**src/rtl/axi_dma_wr_burst_if.sv**
```systemverilog
// AXI4 write-channel bundle (AW, W and B) between the DMA write master and the interconnect.
interface axi_dma_wr_burst_if #(
    parameter int ID_WIDTH   = 1,
    parameter int ADDR_WIDTH = 32,
    parameter int DATA_WIDTH = 128
);
    logic [ID_WIDTH-1:0]     awid;
    logic [ADDR_WIDTH-1:0]   awaddr;
    logic [7:0]              awlen;
    logic [2:0]              awsize;
    logic [1:0]              awburst;
    logic                    awlock;
    logic [3:0]              awcache;
    logic [2:0]              awprot;
    logic [3:0]              awqos;
    logic                    awvalid;
    logic                    awready;
    logic [DATA_WIDTH-1:0]   wdata;
    logic [DATA_WIDTH/8-1:0] wstrb;
    logic                    wlast;
    logic                    wvalid;
    logic                    wready;
    logic [ID_WIDTH-1:0]     bid;
    logic [1:0]              bresp;
    logic                    bvalid;
    logic                    bready;

    modport master (
        output awid, awaddr, awlen, awsize, awburst, awlock, awcache, awprot, awqos, awvalid,
        output wdata, wstrb, wlast, wvalid, bready,
        input  awready, wready, bid, bresp, bvalid
    );

    modport slave (
        input  awid, awaddr, awlen, awsize, awburst, awlock, awcache, awprot, awqos, awvalid,
        input  wdata, wstrb, wlast, wvalid, bready,
        output awready, wready, bid, bresp, bvalid
    );
endinterface

```
**src/rtl/axi_dma_wr_burst.sv**
```systemverilog
// AXI4 write DMA master: stream beats to memory as INCR bursts with bounded outstanding B responses.
// Define AXI_DMA_4K_SPLIT_EN to additionally split bursts at 4 KB address boundaries.
module axi_dma_wr_burst #(
    parameter int          M_AXI_ID_WIDTH   = 1,
    parameter int unsigned M_AXI_ID         = 0,
    parameter int          M_AXI_ADDR_WIDTH = 32,
    parameter int          M_AXI_DATA_WIDTH = 128,
    parameter int          MAX_BURST_LEN    = 256,
    parameter int          MAX_OUTSTANDING  = 4
) (
    input  logic                        M_AXI_ACLK,
    input  logic                        M_AXI_ARESETN,
    input  logic [M_AXI_ADDR_WIDTH-1:0] fdma_w_addr,
    input  logic                        fdma_w_areq,
    input  logic [31:0]                 fdma_w_size,
    output logic                        fdma_w_busy,
    output logic                        fdma_w_err,
    input  logic [M_AXI_DATA_WIDTH-1:0] fdma_w_data,
    input  logic                        fdma_w_ready,
    output logic                        fdma_w_valid,
    axi_dma_wr_burst_if.master          m_axi
);
    localparam int AXI_BYTES  = M_AXI_DATA_WIDTH / 8;
    localparam int BYTE_SHIFT = $clog2(AXI_BYTES);
    localparam int LEN_W      = $clog2(MAX_BURST_LEN) + 1;
    localparam int OUT_W      = 4;

    // IDLE wait request | CALC size next burst | AW address phase | DATA finish beats | DRAIN wait all B
    typedef enum logic [2:0] {S_IDLE, S_CALC, S_AW, S_DATA, S_DRAIN} state_t;

    state_t                      state;
    logic [M_AXI_ADDR_WIDTH-1:0] addr;
    logic [31:0]                 beats_left;
    logic [LEN_W-1:0]            len;
    logic [LEN_W-1:0]            beat_cnt;
    logic [OUT_W-1:0]            outstanding;
    logic                        aw_pend;
    logic                        w_en;
    logic                        busy;
    logic                        err;

    logic [31:0]                 len_calc;
    logic [M_AXI_ADDR_WIDTH-1:0] burst_bytes;
    logic                        wlast;
    logic                        wvalid;
    logic                        aw_hs;
    logic                        w_hs;
    logic                        last_hs;
    logic                        b_hs;
    logic                        unused_bits;

`ifdef AXI_DMA_4K_SPLIT_EN
    logic [12:0] beats_to_4k;
    assign beats_to_4k = (13'h1000 - {1'b0, addr[11:0]}) >> BYTE_SHIFT;
`endif

    always_comb begin
        len_calc = (beats_left < 32'(MAX_BURST_LEN)) ? beats_left : 32'(MAX_BURST_LEN);
`ifdef AXI_DMA_4K_SPLIT_EN
        if (32'(beats_to_4k) < len_calc) len_calc = 32'(beats_to_4k);
`endif
    end

    assign burst_bytes = M_AXI_ADDR_WIDTH'(len) << BYTE_SHIFT;
    assign wlast       = w_en && (beat_cnt == len - LEN_W'(1));
    assign wvalid      = w_en && fdma_w_ready;
    assign aw_hs       = aw_pend && m_axi.awready;
    assign w_hs        = wvalid && m_axi.wready;
    assign last_hs     = w_hs && wlast;
    // Guard keeps a stray response after an abandoned transfer from wrapping the counter.
    assign b_hs        = m_axi.bvalid && (outstanding != '0);
    assign unused_bits = ^{m_axi.bid, m_axi.bresp[0]};

    assign m_axi.awid    = M_AXI_ID_WIDTH'(M_AXI_ID);
    assign m_axi.awaddr  = addr;
    assign m_axi.awlen   = 8'(len - LEN_W'(1));
    assign m_axi.awsize  = 3'(BYTE_SHIFT);
    assign m_axi.awburst = 2'b01;
    assign m_axi.awlock  = 1'b0;
    assign m_axi.awcache = 4'b0010;
    assign m_axi.awprot  = 3'b000;
    assign m_axi.awqos   = 4'b0000;
    assign m_axi.awvalid = aw_pend;
    assign m_axi.wdata   = fdma_w_data;
    assign m_axi.wstrb   = '1;
    assign m_axi.wlast   = wlast;
    assign m_axi.wvalid  = wvalid;
    assign m_axi.bready  = 1'b1;

    assign fdma_w_busy  = busy;
    assign fdma_w_err   = err;
    assign fdma_w_valid = w_hs;

    always_ff @(posedge M_AXI_ACLK) begin
        if (!M_AXI_ARESETN) begin
            state       <= S_IDLE;
            addr        <= '0;
            beats_left  <= '0;
            len         <= '0;
            beat_cnt    <= '0;
            outstanding <= '0;
            aw_pend     <= 1'b0;
            w_en        <= 1'b0;
            busy        <= 1'b0;
            err         <= 1'b0;
        end else begin
            case (state)
                S_IDLE: begin
                    if (fdma_w_areq && (fdma_w_size != 32'd0)) begin
                        addr       <= fdma_w_addr & ~M_AXI_ADDR_WIDTH'(AXI_BYTES - 1);
                        beats_left <= fdma_w_size;
                        busy       <= 1'b1;
                        err        <= 1'b0;
                        state      <= S_CALC;
                    end
                end
                S_CALC: begin
                    if (outstanding != OUT_W'(MAX_OUTSTANDING)) begin
                        len      <= LEN_W'(len_calc);
                        beat_cnt <= '0;
                        aw_pend  <= 1'b1;
                        w_en     <= 1'b1;
                        state    <= S_AW;
                    end
                end
                S_AW: begin
                    if (aw_hs) begin
                        aw_pend <= 1'b0;
                        state   <= S_DATA;
                    end
                end
                S_DATA: begin
                    // The burst may have finished its beats while still in S_AW; addr only moves once AW is done.
                    if (!w_en || last_hs) begin
                        addr       <= addr + burst_bytes;
                        beats_left <= beats_left - 32'(len);
                        state      <= (beats_left == 32'(len)) ? S_DRAIN : S_CALC;
                    end
                end
                S_DRAIN: begin
                    if (outstanding == '0) begin
                        busy  <= 1'b0;
                        state <= S_IDLE;
                    end
                end
                default: state <= S_IDLE;
            endcase

            if (w_hs) begin
                if (wlast) begin
                    w_en     <= 1'b0;
                    beat_cnt <= '0;
                end else begin
                    beat_cnt <= beat_cnt + LEN_W'(1);
                end
            end

            if (aw_hs && !b_hs)      outstanding <= outstanding + OUT_W'(1);
            else if (!aw_hs && b_hs) outstanding <= outstanding - OUT_W'(1);

            if (b_hs && m_axi.bresp[1]) err <= 1'b1;
        end
    end
endmodule

```
**src/flat_wrapper.sv**
```systemverilog
// flat-port wrapper written by rule: the top's interface ports become plain ports
module axi_dma_wr_burst_flat 
#(
    parameter int          M_AXI_ID_WIDTH   = 1,
    parameter int unsigned M_AXI_ID         = 0,
    parameter int          M_AXI_ADDR_WIDTH = 32,
    parameter int          M_AXI_DATA_WIDTH = 128,
    parameter int          MAX_BURST_LEN    = 256,
    parameter int          MAX_OUTSTANDING  = 4
)
  (M_AXI_ACLK, M_AXI_ARESETN, fdma_w_addr, fdma_w_areq, fdma_w_size, fdma_w_busy, fdma_w_err, fdma_w_data, fdma_w_ready, fdma_w_valid, m_axi_awid, m_axi_awaddr, m_axi_awlen, m_axi_awsize, m_axi_awburst, m_axi_awlock, m_axi_awcache, m_axi_awprot, m_axi_awqos, m_axi_awvalid, m_axi_wdata, m_axi_wstrb, m_axi_wlast, m_axi_wvalid, m_axi_bready, m_axi_awready, m_axi_wready, m_axi_bid, m_axi_bresp, m_axi_bvalid);
  axi_dma_wr_burst_if #(.ID_WIDTH(1), .ADDR_WIDTH(32), .DATA_WIDTH(128)) m_axi_i ();
  input  logic M_AXI_ACLK;
  input  logic M_AXI_ARESETN;
  input  logic [M_AXI_ADDR_WIDTH-1:0] fdma_w_addr;
  input  logic fdma_w_areq;
  input  logic [31:0] fdma_w_size;
  output logic fdma_w_busy;
  output logic fdma_w_err;
  input  logic [M_AXI_DATA_WIDTH-1:0] fdma_w_data;
  input  logic fdma_w_ready;
  output logic fdma_w_valid;
  output wire logic [$bits(m_axi_i.awid)-1:0] m_axi_awid;
  output wire logic [$bits(m_axi_i.awaddr)-1:0] m_axi_awaddr;
  output wire logic [$bits(m_axi_i.awlen)-1:0] m_axi_awlen;
  output wire logic [$bits(m_axi_i.awsize)-1:0] m_axi_awsize;
  output wire logic [$bits(m_axi_i.awburst)-1:0] m_axi_awburst;
  output wire logic [$bits(m_axi_i.awlock)-1:0] m_axi_awlock;
  output wire logic [$bits(m_axi_i.awcache)-1:0] m_axi_awcache;
  output wire logic [$bits(m_axi_i.awprot)-1:0] m_axi_awprot;
  output wire logic [$bits(m_axi_i.awqos)-1:0] m_axi_awqos;
  output wire logic [$bits(m_axi_i.awvalid)-1:0] m_axi_awvalid;
  output wire logic [$bits(m_axi_i.wdata)-1:0] m_axi_wdata;
  output wire logic [$bits(m_axi_i.wstrb)-1:0] m_axi_wstrb;
  output wire logic [$bits(m_axi_i.wlast)-1:0] m_axi_wlast;
  output wire logic [$bits(m_axi_i.wvalid)-1:0] m_axi_wvalid;
  output wire logic [$bits(m_axi_i.bready)-1:0] m_axi_bready;
  input wire logic [$bits(m_axi_i.awready)-1:0] m_axi_awready;
  input wire logic [$bits(m_axi_i.wready)-1:0] m_axi_wready;
  input wire logic [$bits(m_axi_i.bid)-1:0] m_axi_bid;
  input wire logic [$bits(m_axi_i.bresp)-1:0] m_axi_bresp;
  input wire logic [$bits(m_axi_i.bvalid)-1:0] m_axi_bvalid;
  assign m_axi_awid = m_axi_i.awid;
  assign m_axi_awaddr = m_axi_i.awaddr;
  assign m_axi_awlen = m_axi_i.awlen;
  assign m_axi_awsize = m_axi_i.awsize;
  assign m_axi_awburst = m_axi_i.awburst;
  assign m_axi_awlock = m_axi_i.awlock;
  assign m_axi_awcache = m_axi_i.awcache;
  assign m_axi_awprot = m_axi_i.awprot;
  assign m_axi_awqos = m_axi_i.awqos;
  assign m_axi_awvalid = m_axi_i.awvalid;
  assign m_axi_wdata = m_axi_i.wdata;
  assign m_axi_wstrb = m_axi_i.wstrb;
  assign m_axi_wlast = m_axi_i.wlast;
  assign m_axi_wvalid = m_axi_i.wvalid;
  assign m_axi_bready = m_axi_i.bready;
  assign m_axi_i.awready = m_axi_awready;
  assign m_axi_i.wready = m_axi_wready;
  assign m_axi_i.bid = m_axi_bid;
  assign m_axi_i.bresp = m_axi_bresp;
  assign m_axi_i.bvalid = m_axi_bvalid;
  axi_dma_wr_burst #(.M_AXI_ID_WIDTH(M_AXI_ID_WIDTH), .M_AXI_ID(M_AXI_ID), .M_AXI_ADDR_WIDTH(M_AXI_ADDR_WIDTH), .M_AXI_DATA_WIDTH(M_AXI_DATA_WIDTH), .MAX_BURST_LEN(MAX_BURST_LEN), .MAX_OUTSTANDING(MAX_OUTSTANDING)) u_core (.M_AXI_ACLK(M_AXI_ACLK), .M_AXI_ARESETN(M_AXI_ARESETN), .fdma_w_addr(fdma_w_addr), .fdma_w_areq(fdma_w_areq), .fdma_w_size(fdma_w_size), .fdma_w_busy(fdma_w_busy), .fdma_w_err(fdma_w_err), .fdma_w_data(fdma_w_data), .fdma_w_ready(fdma_w_ready), .fdma_w_valid(fdma_w_valid), .m_axi(m_axi_i));
endmodule
```
**config.mk**
```make
export PLATFORM = sky130hd
export DESIGN_NAME = axi_dma_wr_burst_flat
export DESIGN_NICKNAME = d
export VERILOG_FILES = /design/src/rtl/axi_dma_wr_burst_if.sv /design/src/rtl/axi_dma_wr_burst.sv /design/src/flat_wrapper.sv
export SDC_FILE = /design/constraint.sdc
export NUM_CORES = 1
export LEC_CHECK = 0
export ABC_AREA = 1
export ABC_CLOCK_PERIOD_IN_PS = 2300
export BUFFER_PORTS_ARGS = -buffer_cell sky130_fd_sc_hd__clkbuf_2
export CORE_AREA = 5 5 155 157
export DETAILED_ROUTE_END_ITERATION = 10
export DIE_AREA = 0 0 160 162
export GPL_TIMING_DRIVEN = 0
export PLACE_DENSITY = 0.7
export SYNTH_ARGS = -nofsm -noshare
export SYNTH_HDL_FRONTEND = slang
export SYNTH_SLANG_ARGS = --single-unit
```
**constraint.sdc**
```tcl
create_clock -name M_AXI_ACLK -period 2.3 [get_ports M_AXI_ACLK]
set_input_delay 0.345 -clock M_AXI_ACLK [delete_from_list [all_inputs] [get_ports M_AXI_ACLK]]
set_output_delay 0.345 -clock M_AXI_ACLK [all_outputs]
set_load 0.1 [all_outputs]
```
# After elaboration in Yosys (flattened, before gate mapping)
# Cells that the tools add are included.
word_totals:
  ff_bits: 93
  word_cells: 95
  in_bits: 202
  out_inout_bits: 209
classes:
  eq_ne: 12
  add_sub_neg: 6
  n_mux: 33
  n_lt_le_gt_ge: 1
  n_reduce_logical: 33
op_table:
  columns: ["cell", "n"]
  rows:
  - ["2-to-1 mux 32 bit", 4]
  - ["one-hot mux 32 bit (2 select lines)", 2]
  - ["2-to-1 mux 9 bit", 5]
  - ["adder 32 x 13 -> 32 bit", 1]
  - ["equality test 32 x 9 -> 1 bit", 1]
  - ["< comparator 32 x 9 -> 1 bit (second input constant)", 1]
  - ["nonzero test 32 bit", 1]
  - ["subtractor 32 x 9 -> 32 bit", 1]
  - ["2-to-1 mux 3 bit", 6]
  - ["nonzero test 2 bit", 8]
  - ["one-hot mux 3 bit (5 select lines)", 1]
  - ["2-to-1 mux 1 bit", 11]
  - ["logical AND 1 bit", 10]
  - ["!= test 2 x 1 -> 1 bit (second input constant)", 5]
  - ["adder 9 x 1 -> 9 bit (second input constant)", 1]
  - ["equality test 9 bit", 1]
  - ["AND reduction 3 bit", 3]
  - ["subtractor 9 x 1 -> 9 bit (second input constant)", 1]
  - ["2-to-1 mux 4 bit", 2]
  - ["equality test 3 x 2 -> 1 bit (second input constant)", 2]
  - ["AND reduction 2 bit", 3]
  - ["AND reduction 5 bit", 1]
  - ["adder 4 x 1 -> 4 bit (second input constant)", 1]
  - ["zero test 4 bit", 1]
  - ["9 further kinds", 12]

# Depth between registers and ports, before layout
# Gate-level depths: netlist of run 1.
logic_depth:
  depth_word: 7
  ltp_mapped: 16
  ltp_nobuf: 16

# Worst setup path before layout of run 1
# No wires, ideal clock.
synth_timing:
  path_type: "flip-flop to flip-flop"
  start: "register u_core.len[0]"
  end: "register u_core.beat_cnt[0]"
  path_stages_with_launch: 12
  setup_slack_ns: -1.346
  arrival_ns: 3.529
  path_buffers: 0
  synth_period_minus_slack_ns: 3.646
  required_time_ns: 2.182
  setup_time_ns: 0.118
  path_cell_list: "dfxtp_1 inv_1 nand3_2 nand2_1 nand2_1 nand2_1 nand2_1 nor2_2 and3_1 nor2_1 nor2_1 nor2_1"
synth_via:
  elab_chain_len: 5
synth_rtl:
  columns: ["item", "line", "text"]
  rows:
  - ["from (decl)", "axi_dma_wr_burst.sv:34", "logic [LEN_W-1:0] len;"]
  - ["from (signal assigned)", "axi_dma_wr_burst.sv:119", "len <= LEN_W'(len_calc);"]
  - ["subtractor 9 x 1 -> 9 bit", "axi_dma_wr_burst.sv:65", "assign wlast = w_en && (beat_cnt == len - LEN_W'(1));"]
  - ["via m_axi_awlen[0]", "flat_wrapper.sv:25", "output wire logic [$bits(m_axi_i.awlen)-1:0] m_axi_awlen;"]
  - ["equality test 9 bit", "axi_dma_wr_burst.sv:65", null]
  - ["logical AND 1 bit", "axi_dma_wr_burst.sv:65", null]
  - ["via m_axi_wlast", "flat_wrapper.sv:35", "output wire logic [$bits(m_axi_i.wlast)-1:0] m_axi_wlast;"]
  - ["2-to-1 mux 9 bit", "axi_dma_wr_burst.sv:150", "if (wlast) begin"]
  - ["2-to-1 mux 9 bit", "axi_dma_wr_burst.sv:149", "if (w_hs) begin"]
  - ["to (signal assigned)", "axi_dma_wr_burst.sv:154", "beat_cnt <= beat_cnt + LEN_W'(1);"]
  - ["to (decl)", "axi_dma_wr_burst.sv:35", "logic [LEN_W-1:0] beat_cnt;"]
# The timed path passes the listed nets, and every way through them passes these cells.
# A chain may end at the register's enable or synchronous reset.

# Worst setup path after layout of run 1
layout_timing:
  start: "register u_core.len[0]"
  end: "register u_core.addr[5], in the netlist u_core.m_axi.awaddr[5]"
layout_via:
  elab_chain_len: 7
  word_cells_on_any_way: 10
  classes_between: "2 x add/sub; 2 x eq/ne; 2 x mux; 4 x reduce/logical"
layout_rtl:
  columns: ["item", "line", "text"]
  rows:
  - ["subtractor 9 x 1 -> 9 bit", "axi_dma_wr_burst.sv:65", null]
  - ["equality test 9 bit", "axi_dma_wr_burst.sv:65", null]
  - ["logical AND 1 bit", "axi_dma_wr_burst.sv:65", null]
  - ["logical AND 1 bit", "axi_dma_wr_burst.sv:69", "assign last_hs = w_hs && wlast;"]
  - ["logical OR 1 bit", "axi_dma_wr_burst.sv:134", "if (!w_en || last_hs) begin"]
  - ["!= test 2 x 1 -> 1 bit (no line)", null, null]
  - ["AND reduction 3 bit (no line)", null, null]
  - ["to (signal assigned)", "axi_dma_wr_burst.sv:110", "addr <= fdma_w_addr & ~M_AXI_ADDR_WIDTH'(AXI_BYTES - 1);"]
  - ["to (signal assigned)", "axi_dma_wr_burst.sv:135", "addr <= addr + burst_bytes;"]
  - ["to (decl)", "axi_dma_wr_burst.sv:32", "logic [M_AXI_ADDR_WIDTH-1:0] addr;"]
# Parallel ways exist; a longest one is shown, timed or not. The select of a mux whose other input is x is not followed.

==> run summary, run 1 <==
Status: finished with violations
Failing checks: setup timing
Core region area: 0.0224 mm^2
Power Density: 1570 mW/mm^2
Non-filler cells, final: 2014
Die height: 162 um
Max-slew violations: 0
Clock slew at reported path FFs: 70 ps
Via-per-instance ratio: 5.05
RSZ-0062 raised after global routing: yes
Critical Path Start Type: flip-flop
Ports: 411
DR WL/cell: 16.7 um
Critical path required time: 2500 ps
Syn Area/Cell: 6.02 um^2
CTS tree: done
Final Total Pwr: 18.7 mW
Cells after DPL: 1958
H-tree levels: 3
GP Congestion: 0.952
WHS Path Cells: 3
Slew HR: 41.2%
Worst-Skew Late Latency: 360 ps
Largest cells by area after synthesis: dfxtp_1, nand2_1, buf_4
Share of layout cells above drive strength 1: 38.8%
Inserted Clock Buffers: 9
Number of cells on the worst reg-to-reg path: 16
#FFs+latches synth: 89
GRT Total Usage: 22.9%
Endpoint class of the critical path: flip-flop
Library cells used by synthesis: 42
Post-Place Cell Area: 0.0102 mm^2
Fin crit share: 107%
DRC Markers: 0
Worst Hold Class: in -> reg
First-pass GRT wire length: 47700 um
Initial antenna violation count: 0
FMAX: 0.407 GHz
Worst clock skew: 14.6 ps
Synth top area share: 21.1%
Syn Std Cell Area: 0.00843 mm^2
Setup TNS: -6410 ps
Primary FF master, synth: dfxtp_1
Fin. Hold Viols: 0
IO buf count: 236
Die width: 160 um
Leak pwr: 6.21 nW
Seq/Total Area, Yosys: 21.1%
Area grow syn2layout: 41.7%
Most common cell in the netlist: nand2_1
Tmin final: 2460 ps
Async set-reset flop share out of synthesis: 0%
Kind of critical path: reg -> reg
Worst setup margin: -158 ps
Hpwl dp: 25900 um
DR iter-0 viols: 732
EDFF count, synth: 0
Rows: 55
ANT cells: 0
Number of max-cap violations: 0
Post-route ant nets: 0
Clock root buffer: clkbuf_16
Post-synth top cells: nand2_1, buf_4, nand3_1, nor2_1, inv_1
Util after Layout: 53.4%
Longest Clk Path Bufs: 2
Slowest CP cell: dfxtp_4
Pin count of the biggest net entering global routing: 17
Post-synthesis instance total: 1400
Routed WL: 33600 um
Die area: 0.0259 mm^2
Ys Warns: 0
Overflow after GRT: 0
Worst IR Drop VDD: 0.647 mV
Cell chain of the critical path: clkinvlp_4, ha_4, nor2_2, nor2_2, nand2_1, nor2_2, nand4_1, nor2_2, buf_4, nand4_4, nand2_8, nand2_8, buf_12, clkbuf_16, nand2_2, a21oi_1
Detailed Routing Iterations Pass 1: 5
Most used cell along the critical path: nor2_2
Largest stage delay, worst path: 390 ps
Worst-path fanout max: 6
Worst endpoint data arrival time: 2660 ps
Vias in the first global route: 9027
Starting Density: 37.7%
Worst Max-Slew Pin Slew: 882 ps
DR vias: 10200
Final instance area: 0.0119 mm^2
Hold Slack: 248 ps
Dpl ws: -498 ps
Hold buffers post-CTS: 0
Final setup violation count: 54
TritonCTS Sinks: 89
Top cell type by total area after synthesis: dfxtp_1
Total Nets Final: 1952
cells by family after synthesis:
family,Yosys count,synth area share (%)
compound gates,156,9.72
xor+xnor,17,1.93
fa+ha+maj,26,4.13
buf+inv,331,23.0
flops,89,21.1
mux,4,0.475
other cells,2,0.0891
simple gates,775,39.5
critical path, delay by kind of cell, from the launching register on:
kind	cells	cell delay [ps]
simple gates	10	950
buf+inv	4	590
flops	1	390
fa+ha+maj	1	300
compound gates	1	50
cells in the final DEF, fill, tap and decap left out, types with 34 or more instances in the layout:
cell        n
a21oi_1    55
a21oi_2    42
buf_4     193
clkbuf_2  239
conb_1     39
dfxtp_1    77
inv_1     110
nand2_1   356
nand2_4    38
nand3_1   144
nor2_1    105
o21ai_0    34
path summary, 6_finish.rpt:
| kind | slack, ps | end | from |
|---|---|---|---|
| setup reg to reg | -160 | u_core.m_axi.awaddr[5] | u_core.len[0] |
| hold reg to reg | 470 | u_core.fdma_w_err | u_core.fdma_w_err |
| hold / removal | 250 | u_core.fdma_w_err | m_axi_bresp[1] |
| setup / recovery | -160 | u_core.m_axi.awaddr[5] | u_core.len[0] |
final cells by class:
class / instances / area (um^2)
Tap cell: 285 / 357
Timing Repair Buffer: 275 / 1690
Inverter: 122 / 469
Sequential cell: 89 / 1810
Clock buffer: 9 / 225
Multi-Input combinational cell: 1018 / 5690
Buffer: 209 / 1580
Clock inverter: 7 / 124
Fill cell: 2214 / 10400
metal layers:
metal  track usage [%]  wire (um)  up-vias
met5                 0          0        -
met4              6.18        823        0
met3              5.00       2980       58
met2              41.2      16800      478
met1              27.5      13000     4652
li1                  -          -     4989
what timing repair did:
action                                  in CTS  in global routing
buffers inserted                            11                 20
endpoints found under the setup margin      67                 79
resized for setup                           40                219
pin swaps                                    7                 26
cloned                                       0                 10
registers in the layout (all words and copies together) (netlist names):
signal,flops
u_core.beats_left,32
u_core.m_axi.awaddr,28
u_core.beat_cnt,9
u_core.len,9
u_core.outstanding,4
u_core.state,3
u_core.fdma_w_busy,1
u_core.fdma_w_err,1
u_core.m_axi.awvalid,1
u_core.w_en,1
power by group:
part,internal [mW],total [mW],switching (mW)
combinational,4.17,14.1,9.97
sequential,2.05,2.76,0.710
clock,1.07,1.81,0.734
(Power assumes the default switching activity.)
==> inputs of run 2 (changes only) <==
--- a/config.mk
+++ b/config.mk
@@ -15,2 +15,3 @@
 export PLACE_DENSITY = 0.7
+export SKIP_LAST_GASP = 1
 export SYNTH_ARGS = -nofsm -noshare
@@ -18 +19,2 @@
 export SYNTH_SLANG_ARGS = --single-unit
+export TNS_END_PERCENT = 50
--- a/constraint.sdc
+++ b/constraint.sdc
@@ -3,2 +3,2 @@
 set_output_delay 0.345 -clock M_AXI_ACLK [all_outputs]
-set_load 0.1 [all_outputs]
+set_load 0.005 [all_outputs]
==> run summary, run 2 (synthesis gave the netlist of run 1 again) <==
First-pass GRT wire length: 47800 um (+0.29%)
Cell Int Power: 6.28 mW (-14%)
Multi-input logic area: 0.00510 mm^2 (-10%)
Status: finished with violations
Inserted Clock Buffers: 9 (unchanged)
Via-per-instance ratio: 5.03 (-0.44%)
ANT cells: 0 (unchanged)
Util after Layout: 48.9% (-4.5 points)
Kind of critical path: reg -> out
Worst Hold Class: in -> reg
Worst clock skew: 16.9 ps (+2.33 ps)
Initial antenna violation count: 0 (unchanged)
Rows: 55 (unchanged)
Reg2reg start: u_core.len[1]
Die area: 0.0259 mm^2 (unchanged)
CTS tree: done
RSZ-0062 raised after global routing: yes
Flop pwr share: 20.2% (+5.4 points)
Hold buffers post-CTS: 0 (unchanged)
Clock root buffer: clkbuf_16
Endpoint class of the critical path: output port
Worst-path fanout max: 4 (-2)
Clock slew at reported path FFs: 70 ps (about the same)
IO buf count: 236 (unchanged)
DR iter-0 viols: 873 (+19%)
TritonCTS Sinks: 89 (unchanged)
Overflow after GRT: 0 (unchanged)
Worst Max-Slew Pin Slew: 850 ps (-32.4 ps)
Worst IR Drop VDD: 0.641 mV (-0.91%)
Pin count of the biggest net entering global routing: 17 (unchanged)
FF+latch area: 0.00180 mm^2 (-0.14%)
Worst endpoint data arrival time: 2010 ps (-650 ps)
Fin. Hold Viols: 0 (unchanged)
Dpl ws: -514 ps (-16.3 ps)
Number of max-cap violations: 0 (unchanged)
Worst setup margin: -57.5 ps (+100 ps)
Hold Slack: 243 ps (-5.01 ps)
Largest Register: u_core.beats_left
DRC Markers: 0 (unchanged)
Commonest cells after routing, fill and taps aside: nand2_1, clkbuf_2, buf_4, nand3_1, nor2_1
Fillers: 2313 (+4.5%)
Psw: 6.95 mW (-39%)
FMAX: 0.424 GHz (+4.2%)
Failing checks: setup timing
Detailed Routing Iterations Pass 1: 6 (+1)
GRT Total Usage: 22.9% (+0.023 points)
Number of cells on the worst reg-to-reg path: 14 (-2)
Total Nets Final: 1935 (-0.87%)
DR WL/cell: 16.3 um (-2.3%)
Post-Place Cell Area: 0.0101 mm^2 (-1.1%)
Post-route ant nets: 0 (unchanged)
Critical path required time: 1960 ps (-540 ps)
Tmin final: 2360 ps (-100 ps)
Cells after DPL: 1958 (unchanged)
Vias in the first global route: 8943 (-0.93%)
Core region area: 0.0224 mm^2 (unchanged)
Setup TNS: -114 ps (+6300 ps)
Fin crit share: 103% (-4.3 points)
Final Total Pwr: 13.2 mW (-29%)
Critical Path Start Type: flip-flop
Area grow syn2layout: 29.8%
Max reg flops: 32 (unchanged)
Clock power frac: 12.2% (+2.5 points)
Die width: 160 um (unchanged)
H-tree levels: 3 (unchanged)
GP Congestion: 0.963 (+1.2%)
DR vias: 10000 (-1.3%)
Die height: 162 um (unchanged)
Ports: 411 (unchanged)
Hpwl dp: 26100 um (+0.76%)
Max-slew violations: 0 (unchanged)
Final instance area: 0.0109 mm^2 (-8.4%)
Crit path launch: u_core.len[1]
Logic pwr share: 67.6% (-8.0 points)
Worst-Skew Late Latency: 370 ps (about the same)
Final setup violation count: 10 (-81%)
Non-filler cells, final: 1997 (-0.84%)
WHS Path Cells: 3 (unchanged)
Share of layout cells above drive strength 1: 32.6% (-6.2 points)
Starting Density: 37.7% (unchanged)
Power Density: 1210 mW/mm^2 (-23%)
Switching share of total power: 52.5% (-8.5 points)
Min-delay src: m_axi_bresp[1]
Slew HR: 43.3% (+2.2 points)
Leak pwr: 5.78 nW (-6.9%)
Commonest non-fill, non-tap cell in the layout: nand2_1
Routed WL: 32600 um (-3.1%)
Longest Clk Path Bufs: 2 (unchanged)
run 2: metal layers:
layer / vias up / routed length, um / track usage, %
met2: 528 / 16200 / 40.6
met1: 4528 / 12400 / 28.0
met5: - / 0 / 0
met3: 50 / 3230 / 4.82
li1: 4941 / - / -
met4: 0 / 772 / 6.73
run 2: timing repair:
action                                  CTS  global route
resized for setup                        39            75
endpoints found under the setup margin   70            79
setup buffers                            10            11
cloned                                    0             2
pin swaps                                 6            13
run 2: critical path, cell delays in order (launching register included):
cell and delay, ps:
dfxtp_4 400, inv_6 50, ha_4 240, nand2_1 60, nand2_1 40, nor2_1 100
nand2_1 70, nor2_2 130, nand4_1 120, nor2_2 130, and3_4 210, buf_6 90
run 2: final cells by class:
type / count / area share (%)
Clock buffer: 10 / 2.18
Clock inverter: 6 / 0.652
Multi-Input combinational cell: 1018 / 46.6
Inverter: 122 / 4.30
Buffer: 209 / 14.0
Timing Repair Buffer: 258 / 12.5
Sequential cell: 89 / 16.5
Tap cell: 285 / 3.26
run 2: final timing paths:
path                           to  slack [ps]
max                   m_axi_wlast         -60
min             u_core.fdma_w_err         240
max reg2reg  u_core.beats_left[0]         -30
min reg2reg  u_core.beats_left[0]         470
run 2: power by group through the flow:
stage          clock network [mW]  registers (mW)  logic, mW
3_3_place_gp                    0            2.60       7.78
6_report                     1.62            2.67       8.93
5_1_grt                      1.68            2.73       9.91
3_5_place_dp                    0            2.62       7.88
4_1_cts                      1.64            2.62       8.19
2_1_floorplan                   0            2.45       5.68
==> inputs of run 3 (changes only) <==
- PLACE_DENSITY: 0.7 -> not set
- PLACE_DENSITY_LB_ADDON: not set -> 0.08
==> run summary, run 3 (synthesis gave the netlist of run 1 again) <==
Status: finished with violations
Failing checks: setup timing
Initial antenna violation count: 1 (+1)
WL met1: 15100 um (+21%)
Tmin final: 2410 ps (+49.5 ps)
Util after Layout: 52.1% (+3.1 points)
Kind of critical path: reg -> out
DR iter-0 viols: 646 (-26%)
Die area: 0.0259 mm^2 (unchanged)
Power Density: 1230 mW/mm^2 (+2.0%)
Clock slew at reported path FFs: 70 ps (about the same)
Worst IR Drop VDD: 0.576 mV (-10%)
Routed WL: 36100 um (+11%)
Commonest cells after routing, fill and taps aside: nand2_1, clkbuf_2, buf_4, nand3_1, nor2_1
Final Total Pwr: 14.4 mW (+8.6%)
Inserted Clock Buffers: 9 (unchanged)
Top Layer Used: met4
Leak pwr: 6.11 nW (+5.7%)
Worst clock skew: 9.69 ps (-7.24 ps)
IO buf count: 236 (unchanged)
Hold buffers post-CTS: 0 (unchanged)
DRC Markers: 0 (unchanged)
FMAX: 0.415 GHz (-2.1%)
GP Congestion: 0.934 (-3.0%)
Final setup violation count: 53 (+43)
Number of cells on the worst reg-to-reg path: 16 (+2)
WHS Path Cells: 3 (unchanged)
Starting Density: 37.7% (unchanged)
Longest Clk Path Bufs: 2 (unchanged)
Critical path required time: 1960 ps (about the same)
Switching share of total power: 51.8% (-0.68 points)
Setup TNS: -1930 ps (-1810 ps)
Rows: 55 (unchanged)
Slowest CP cell: dfxtp_4
Overflow after GRT: 0 (unchanged)
Largest stage delay, worst path: 380 ps (-20 ps)
Ports: 411 (unchanged)
Worst Max-Slew Pin Slew: 894 ps (+43.9 ps)
Share of layout cells above drive strength 1: 36.6% (+4.0 points)
Endpoint class of the critical path: output port
Commonest non-fill, non-tap cell in the layout: nand2_1
TritonCTS Sinks: 89 (unchanged)
Vias in the first global route: 9416 (+5.3%)
CTS tree: done
Largest Register: u_core.beats_left
Flop pwr share: 19.1% (-1.1 points)
Die height: 162 um (unchanged)
Slew HR: 40.4% (-2.9 points)
Clock root buffer: clkbuf_16
Logic pwr share: 70.1% (+2.5 points)
Fin. Hold Viols: 0 (unchanged)
Hpwl dp: 28600 um (+9.9%)
Max-slew violations: 0 (unchanged)
Number of max-cap violations: 0 (unchanged)
Die width: 160 um (unchanged)
Hold Slack: 230 ps (-12.7 ps)
Cell Int Power: 6.91 mW (+10%)
DR vias: 10100 (+0.23%)
Post-route ant nets: 0 (unchanged)
Worst setup margin: -107 ps (-49.5 ps)
WL met3: 2480 um (-23%)
Pin count of the biggest net entering global routing: 15 (-2)
Worst-Skew Late Latency: 370 ps (about the same)
Cell chain of the critical path: inv_6, ha_4, nand2_2, nand2_1, nor2_1, nand2_1, nor2_2, nand4_1, nor2_2, and3_4, buf_6
Max reg flops: 32 (unchanged)
Via-per-instance ratio: 5.00 (-0.67%)
Fillers: 2348 (+1.5%)
GRT Total Usage: 25.5% (+2.6 points)
Met2 routed WL: 17600 um (+8.6%)
DR WL/cell: 17.9 um (+9.7%)
Psw: 7.44 mW (+7.2%)
Worst-path fanout max: 4 (unchanged)
Area grow syn2layout: 38.2%
Fin crit share: 105% (+2.2 points)
Worst endpoint data arrival time: 2060 ps (+50 ps)
Detailed Routing Iterations Pass 1: 5 (-1)
H-tree levels: 3 (unchanged)
Worst Hold Class: in -> reg
Core region area: 0.0224 mm^2 (unchanged)
RSZ-0062 raised after global routing: yes
Clock power frac: 10.8% (-1.4 points)
Critical Path Start Type: flip-flop
First-pass GRT wire length: 52500 um (+9.7%)
Total Nets Final: 1952 (+0.88%)
[run 3: changes by cell type in the layout (fill, tap and decap cells not counted), moves of 7 or more]
cell,change
a21oi_1,-21
a21oi_2,+22
buf_4,+8
clkbuf_16,+7
nand2_1,-30
nand2_4,+26
nor2_4,+7
[run 3: path summary, 6_finish.rpt]
kind	startpoint	slack, ps	endpoint
max	u_core.len[1]	-110	m_axi_wlast
min	m_axi_bresp[1]	230	u_core.fdma_w_err
max reg2reg	u_core.len[1]	-70	u_core.beats_left[11]
min reg2reg	u_core.fdma_w_err	470	u_core.fdma_w_err
[run 3: layout make-up]
type	count	area (um^2)	share of cell area [%]
multi-input combinational	1018	5490	47.2
sequential	89	1810	15.5
timing repair buffer	275	1630	14.0
buffer	209	1600	13.7
inverter	122	474	4.07
tap	285	357	3.06
clock buffer	11	233	2.00
clock inverter	5	56.3	0.483
antenna	1	2.50	0.0215
[run 3: per-layer routing]
layer | global-route usage (%) | up-vias
li1 | - | 4983
met1 | 31.6 | 4619
met2 | 45.1 | 411
met3 | 4.26 | 57
met4 | 8.41 | 0
met5 | 0 | -
[run 3: metrics by stage]
stage	setup WS, ps	cell area, um^2	instances
floorplan	121	8570	1437
global placement	-484	10100	1958
detailed placement	-522	10100	1958
CTS	-91.9	10600	1989
global route	-242	11600	2015
finish	-107	11600	2015
[run 3: timing repair]
action,CTS,global route
pin swaps,9,28
buffers inserted,15,16
cloned,0,9
gates resized for setup,46,188
endpoints found under the setup margin,71,82
[run 3: power groups by stage]
stage	logic [mW]	registers [mW]	clock network, mW
floorplan	5.68	2.45	0
global placement	7.91	2.64	0
detailed placement	7.95	2.64	0
CTS	8.35	2.64	1.57
global route	11.1	2.81	1.62
finish	10.1	2.74	1.55
[run 3: critical path, delay by kind of cell, from the launching register on]
kind,cells,cell delay (ps)
simple gates,8,940
flops,1,380
fa+ha+maj,1,240
buf+inv,2,140
